$ cat config.mk
export PLATFORM = sky130hd
export DESIGN_NAME = hdb3_decoder
export DESIGN_NICKNAME = d
export VERILOG_FILES = /design/src/rtl/hdb3_pkg.sv /design/src/rtl/hdb3_violation_det.sv /design/src/rtl/hdb3_decoder.sv
export SDC_FILE = /design/constraint.sdc
export NUM_CORES = 1
export LEC_CHECK = 0
export CORE_AREA = 2 2 40 42
export DETAILED_ROUTE_END_ITERATION = 10
export DIE_AREA = 0 0 42 44
export GPL_ROUTABILITY_DRIVEN = 0
export PLACE_DENSITY = 0.81
export SLEW_MARGIN = 30
export SYNTH_ARGS = -nofsm -noshare
export SYNTH_HDL_FRONTEND = slang
export SYNTH_SLANG_ARGS = --single-unit
$ cat constraint.sdc
create_clock -name clk -period 1.7 [get_ports clk]
set_input_delay 0.34 -clock clk [delete_from_list [all_inputs] [get_ports clk]]
set_output_delay 0.34 -clock clk [all_outputs]
set_load 0.02 [all_outputs]
$ cat src/rtl/hdb3_pkg.sv
// hdb3_pkg: constants and types shared by the HDB3 receive path
// (hdb3_decoder, hdb3_violation_det) and any future encoder self-checker.
//   HDB3_DELAY       : depth of the V/B removal delay line (B00V span).
//   DEF_ZERO_RUN_MAX : default longest legal run of zero symbols.
//   POL_POS/POL_NEG  : encodings of pulse polarity (taken from the P rail).
//   pn_sym_t         : one dual-rail line symbol {p, n}.
package hdb3_pkg;

    localparam int   HDB3_DELAY       = 4;
    localparam int   DEF_ZERO_RUN_MAX = 3;
    localparam logic POL_POS          = 1'b1;
    localparam logic POL_NEG          = 1'b0;

    typedef struct packed {
        logic p;
        logic n;
    } pn_sym_t;

    // A pulse is present when exactly one rail is high.
    function automatic logic sym_mark(input pn_sym_t s);
        return s.p ^ s.n;
    endfunction

    // Both rails high is never produced by a legal encoder.
    function automatic logic sym_illegal(input pn_sym_t s);
        return s.p & s.n;
    endfunction

endpackage

$ cat src/rtl/hdb3_violation_det.sv
// hdb3_violation_det: classifies each enabled dual-rail symbol and tracks
// the polarity of the last legal pulse so that bipolar violations (V) can
// be recognised.
// Ports:
//   clk, rst_n : clock, synchronous active-low reset
//   in_en      : symbol strobe; rails are only looked at when high
//   in_P, in_N : positive / negative pulse rails
//   mark       : legal pulse present on this enabled sample
//   is_v       : that pulse repeats the previous pulse polarity (a V)
//   illegal    : both rails high on this enabled sample
module hdb3_violation_det
    import hdb3_pkg::*;
#(
    parameter logic INIT_POL = POL_NEG
) (
    input  logic clk,
    input  logic rst_n,
    input  logic in_en,
    input  logic in_P,
    input  logic in_N,
    output logic mark,
    output logic is_v,
    output logic illegal
);

    pn_sym_t sym;
    logic    last_pol;

    assign sym     = '{p: in_P, n: in_N};
    assign mark    = in_en & sym_mark(sym);
    assign illegal = in_en & sym_illegal(sym);
    // Polarity of a legal pulse is simply which rail carries it.
    assign is_v    = mark & (in_P == last_pol);

    // Every legal pulse, including a V, becomes the reference polarity;
    // an illegal symbol leaves it untouched.
    always_ff @(posedge clk) begin
        if (!rst_n) begin
            last_pol <= INIT_POL;
        end else if (mark) begin
            last_pol <= in_P;
        end
    end

endmodule

$ cat src/rtl/hdb3_decoder.sv
// hdb3_decoder: recovers NRZ data from an HDB3 dual-rail symbol stream.
// Each V pulse is removed together with the symbol three positions earlier
// (the B of B00V; already a zero for 000V), restoring the 0000 run.
// Line-code errors (both rails high, or a zero run longer than
// ZERO_RUN_MAX once a pulse has been seen) give a one-cycle code_err.
// Optional build macro HDB3_DECODER_ERRCNT_EN adds err_cnt, a saturating
// count of code_err pulses.
// Ports:
//   clk, rst_n : clock, synchronous active-low reset
//   in_en      : symbol strobe; in_P/in_N sampled only when high
//   in_P, in_N : positive / negative pulse rails
//   out_data   : recovered bit, 4 enabled samples after its symbol
//   out_valid  : out_data updated this cycle (after the line has filled)
//   code_err   : registered one-cycle line-code error pulse
//   err_cnt    : saturating error count (HDB3_DECODER_ERRCNT_EN only)
module hdb3_decoder
    import hdb3_pkg::*;
#(
    parameter int   ZERO_RUN_MAX = DEF_ZERO_RUN_MAX,
    parameter logic INIT_POL     = POL_NEG,
    parameter int   ERRCNT_W     = 16
) (
    input  logic                clk,
    input  logic                rst_n,
    input  logic                in_en,
    input  logic                in_P,
    input  logic                in_N,
    output logic                out_data,
    output logic                out_valid,
    output logic                code_err
`ifdef HDB3_DECODER_ERRCNT_EN
    ,
    output logic [ERRCNT_W-1:0] err_cnt
`endif
);

    // Zero counter has to hold ZERO_RUN_MAX+1, where it saturates.
    localparam int ZW = $clog2(ZERO_RUN_MAX + 2);
    localparam logic [ZW-1:0] ZERO_SAT = ZW'(ZERO_RUN_MAX + 1);
    localparam logic [ZW-1:0] ZERO_LIM = ZW'(ZERO_RUN_MAX);
    localparam logic [2:0]    FILL_MAX = 3'(HDB3_DELAY);

    logic                  mark;
    logic                  is_v;
    logic                  illegal;
    logic [HDB3_DELAY-1:0] dly;        // dly[0] newest .. dly[3] oldest
    logic [2:0]            fill_cnt;
    logic [ZW-1:0]         zero_cnt;
    logic                  seen_pulse;
    logic                  run_hit;
    logic                  err_now;

    hdb3_violation_det #(
        .INIT_POL (INIT_POL)
    ) u_vdet (
        .clk     (clk),
        .rst_n   (rst_n),
        .in_en   (in_en),
        .in_P    (in_P),
        .in_N    (in_N),
        .mark    (mark),
        .is_v    (is_v),
        .illegal (illegal)
    );

    // This enabled zero (illegal symbols count as zeros) is the one that
    // takes the run past the legal limit; after that the counter sits at
    // ZERO_SAT so the run is flagged only once.
    assign run_hit = in_en & ~mark & seen_pulse & (zero_cnt == ZERO_LIM);
    assign err_now = illegal | run_hit;

    always_ff @(posedge clk) begin
        if (!rst_n) begin
            dly        <= '0;
            fill_cnt   <= '0;
            zero_cnt   <= '0;
            seen_pulse <= 1'b0;
            out_data   <= 1'b0;
            out_valid  <= 1'b0;
            code_err   <= 1'b0;
        end else begin
            out_valid <= 1'b0;
            code_err  <= 1'b0;
            if (in_en) begin
                // A V wipes itself (newest) and its B partner, which is the
                // symbol now moving from dly[2] into dly[3].
                dly[0]    <= mark & ~is_v;
                dly[1]    <= dly[0];
                dly[2]    <= dly[1];
                dly[3]    <= dly[2] & ~is_v;
                out_data  <= dly[3];
                out_valid <= (fill_cnt == FILL_MAX);
                if (fill_cnt != FILL_MAX) begin
                    fill_cnt <= fill_cnt + 3'd1;
                end
                code_err <= err_now;
                if (mark) begin
                    zero_cnt   <= '0;
                    seen_pulse <= 1'b1;
                end else if (seen_pulse && (zero_cnt != ZERO_SAT)) begin
                    zero_cnt <= zero_cnt + 1'b1;
                end
            end
        end
    end

`ifdef HDB3_DECODER_ERRCNT_EN
    // Counts in step with code_err so both show the same error together.
    always_ff @(posedge clk) begin
        if (!rst_n) begin
            err_cnt <= '0;
        end else if (err_now && (err_cnt != {ERRCNT_W{1'b1}})) begin
            err_cnt <= err_cnt + 1'b1;
        end
    end
`endif

endmodule

==> results_tabular.tex <==
\begin{tabular}{lr}
\hline
Metric & Value \\
\hline
\multicolumn{2}{l}{\textbf{Synthesis}} \\
Cell type with the highest aggregate area in the netlist & dfxtp\_1 \\
Post-Synthesis Cells & 75 \\
Predominant post-synthesis flop cell & dfxtp\_1 \\
Post-synthesis cell type count & 25 \\
Top post-synthesis cells by count & 15 x dfxtp\_1, 7 x nand2\_1, 6 x a21oi\_1, 6 x ha\_1, 6 x inv\_1 \\
Post-Syn Nets & 86 \\
Synth warnings & 0 \\
Flip-flop and latch count after synthesis & 15 \\
EDFF count, synth & 0 \\
Seq/Total Area, Yosys & 43.7\% \\
Synth Area per Inst & 9.16 sq um \\
Most frequent cell after synthesis & dfxtp\_1 \\
Largest cells by area after synthesis & dfxtp\_1 44\%, ha\_1 11\%, nor2b\_1 4.6\%, a21oi\_1 4.4\%, mux2i\_1 4.4\% \\
Asr flop ratio synth & 0\% \\
Share of the synthesized area in the top cell type & 43.7\% \\
Post-Synthesis Cell Area & 687 sq um \\
\multicolumn{2}{l}{\textbf{Cells and area}} \\
Ratio of cells with drive above 1 in the final layout & 9.30\% \\
Synthesis-to-layout area growth & 17.9\% \\
Antenna diode instance count & 0 \\
Final cell count without fillers & 102 \\
Layout net count & 98 \\
Filler cell count & 128 \\
Core Util, Final & 57.1\% \\
\multicolumn{2}{l}{\textbf{Critical path}} \\
Maximum single-stage delay on the critical path & 0.61 ns \\
Start of the worst register-to-register path & zero\_cnt[0] \\
FF-to-FF setup slack & 0.35 ns \\
Crit-path leading delay family & buffers and inverters \\
Library cell contributing the largest single delay on the critical path & clkdlybuf4s50\_1 \\
Cells traversed along the worst timing path & clkdlybuf4s50\_1 \\
Depth of the most critical reg-to-reg path & 5 \\
Maximum fanout along the worst path & 2 \\
Data arrival time of the worst path & 1.23 ns \\
Crit path capture type & output pin \\
Kind of start point of the critical path & register \\
CP Class & register to output pin \\
Buffers and inverters on the worst path & 1 \\
End of the worst register-to-register path & zero\_cnt[1] \\
Crit path required time & 1.36 ns \\
\multicolumn{2}{l}{\textbf{Power}} \\
Sw power & 152 uW \\
Part of the power in registers & 57.6\% \\
Combinational cell fraction of total power & 12.0\% \\
Internal power & 494 uW \\
Static Leakage & 0.000314 uW \\
Portion of total power attributed to the clock network & 30.3\% \\
Total Power Consumption & 646 uW \\
P per Cell Area & 798 nW/um\^{}2 \\
Peak ir drop on the vdd network & 0.000408 V \\
Switching power share of the total & 23.6\% \\
\multicolumn{2}{l}{\textbf{Clock tree}} \\
Bufs on Longest Clock Path & 2 \\
\# hold bufs at CTS & 0 \\
Clock root cell & clkbuf\_4 \\
Maximum level of the CTS H-tree & 1 \\
CTS resizes & 0 \\
Clock insertion delay at the later pin of the skew report & 0.28 ns \\
Clock tree from TritonCTS & done \\
Clock slew at the register clock pins of the worst setup and hold paths & 0.08 ns \\
Number of CTS-inserted buffers & 3 \\
\# clock sinks & 15 \\
Post-CTS Setup Repair Bufs & 0 \\
\multicolumn{2}{l}{\textbf{Route}} \\
Via density & 5.02 \\
Sum of routed wire length over all layers & 1.04 mm \\
Number of design-rule violations left by the first detailed-router iteration & 9 \\
Wire length per cell after detailed routing & 10.2 um \\
Antenna Violating Nets Remaining & 0 \\
DRC violations left & 0 \\
Pre-Repair DR Iteration Count & 4 \\
Via count of the routed design & 512 \\
\multicolumn{2}{l}{\textbf{Floorplan}} \\
Vertical die dimension & 44 um \\
Standard-cell rows & 14 \\
Top-Level Pins & 8 \\
Initial core utilization & 48.4\% \\
Full die area & 1850 sq um \\
Placeable core region & 1420 sq um \\
Die span in x & 42 um \\
\multicolumn{2}{l}{\textbf{Global routing}} \\
First-pass GRT wire length & 1.96 mm \\
Maximum number of pins on one net before global-route repair & 15 \\
Number of antenna violations at the first check in global routing & 0 \\
Number of global-route vias before repair & 512 \\
Total congestion overflow after global routing & 0 \\
Overall Global Routing Usage & 14.0\% \\
\multicolumn{2}{l}{\textbf{Min path}} \\
Tightest Hold Check Type & register to register \\
Hold path start & fill\_cnt[2] \\
Sink of the worst hold path & out\_valid \\
Instance count along the most critical hold path & 2 \\
\multicolumn{2}{l}{\textbf{Timing}} \\
Final count of negative-setup-slack endpoints & 0 \\
Final count of pins violating max slew & 0 \\
Crit path time final & 1.57 ns \\
Unrepaired setup endpoints after global routing & no \\
Post-route clock skew & 0.00110 ns \\
WHS & 0.482 ns \\
Slew margin rel. & 72.8\% \\
Period Utilization, post-route & 92.3\% \\
Total count of hold-check failures in the final report & 0 \\
Setup Total Neg Slack & 0 ns \\
Maximum clock rate & 638 MHz \\
Least-Margin Pin Slew & 0.406 ns \\
\multicolumn{2}{l}{\textbf{Placed design}} \\
Post-detailed-placement half-perimeter wirelength & 860 um \\
Total placed cells including tap cells & 98 \\
Port Buffers & 7 \\
\multicolumn{2}{l}{\textbf{Run status}} \\
Run status & complete, no violations \\
\multicolumn{2}{l}{\textbf{Run}} \\
Maximum Capacitance Violations & 0 \\
\hline
\end{tabular}
-- placed cells by master (no fill, tap or decap) --
master / count
a21boi_0: 1
a21boi_2: 1
a21oi_1: 6
a31oi_1: 1
and2_1: 2
and4b_1: 1
buf_4: 2
clkbuf_1: 1
clkbuf_4: 3
clkdlybuf4s50_1: 7
dfxtp_1: 15
ha_1: 6
inv_1: 6
mux2i_1: 3
nand2_1: 7
nand2_2: 1
nand3_1: 3
nand3b_1: 1
nor2_1: 2
nor2b_1: 5
nor3b_1: 1
o21a_1: 1
o21ai_0: 5
or2_2: 1
or3_1: 1
or3b_1: 1
xnor2_1: 2
-- area by class of cell --
cell class / instances / area, sq um / area share [%]
multi-input cells: 52 / 355 / 43.9
well taps: 16 / 20.0 / 2.47
clock buffers: 4 / 26.3 / 3.25
inverters: 6 / 22.5 / 2.78
flip-flops and latches: 15 / 300 / 37.1
repair buffers: 9 / 85.1 / 10.5
-- flip-flops by register name, summed over array words and instances (netlist names) --
| name | count |
|---|---|
| dly | 4 |
| fill_cnt | 3 |
| zero_cnt | 3 |
| code_err | 1 |
| out_data | 1 |
| out_valid | 1 |
| seen_pulse | 1 |
| u_vdet.last_pol | 1 |
-- worst max-delay path by stage --
stage / from / endpoint / slack [ns] / depth (start not counted)
finish: out_data / out_data / 0.13 / 1
global route: out_data / out_data / 0.11 / 1
CTS: out_data / out_data / 0.12 / 1
detailed placement: in_P / code_err / 0.10 / 5
global placement: in_P / code_err / 0.12 / 5
floorplan: zero_cnt[0] / zero_cnt[1] / 0.44 / 5
-- per-layer routing --
metal	GRT usage, %	wire length, um	vias up	part of all wire, %
met5	0	0	-	0
met2	25.6	521	6	50
li1	-	-	274	-
met1	15.2	483	230	46
met3	3.75	28	2	2.7
met4	5.81	8	0	0.77
-- power by group through the flow --
stage,Combinational [uW],Clock [uW],Sequential [uW]
2_1_floorplan,52.2,0,380
3_3_place_gp,76.1,0,381
3_5_place_dp,78.6,0,381
4_1_cts,78.8,206,373
5_1_grt,88.3,219,375
6_report,77.7,196,373
-- logic make-up after synthesis --
| kind of cell | Yosys count | synth area share, % |
|---|---|---|
| flops | 15 | 43.7 |
| simple gates | 26 | 21.1 |
| xor+xnor | 2 | 2.55 |
| buf+inv | 8 | 4.55 |
| mux | 3 | 4.37 |
| compound gates | 15 | 12.8 |
| fa+ha+maj | 6 | 10.9 |
-- stage by stage --
| stage | cell area, sq um | setup slack [ns] |
|---|---|---|
| global route | 810 | 0.111 |
| finish | 810 | 0.132 |
| CTS | 810 | 0.121 |
| global placement | 783 | 0.119 |
| detailed placement | 783 | 0.104 |
| floorplan | 687 | 0.440 |
Note: power is estimated with default switching activity, not from simulation.
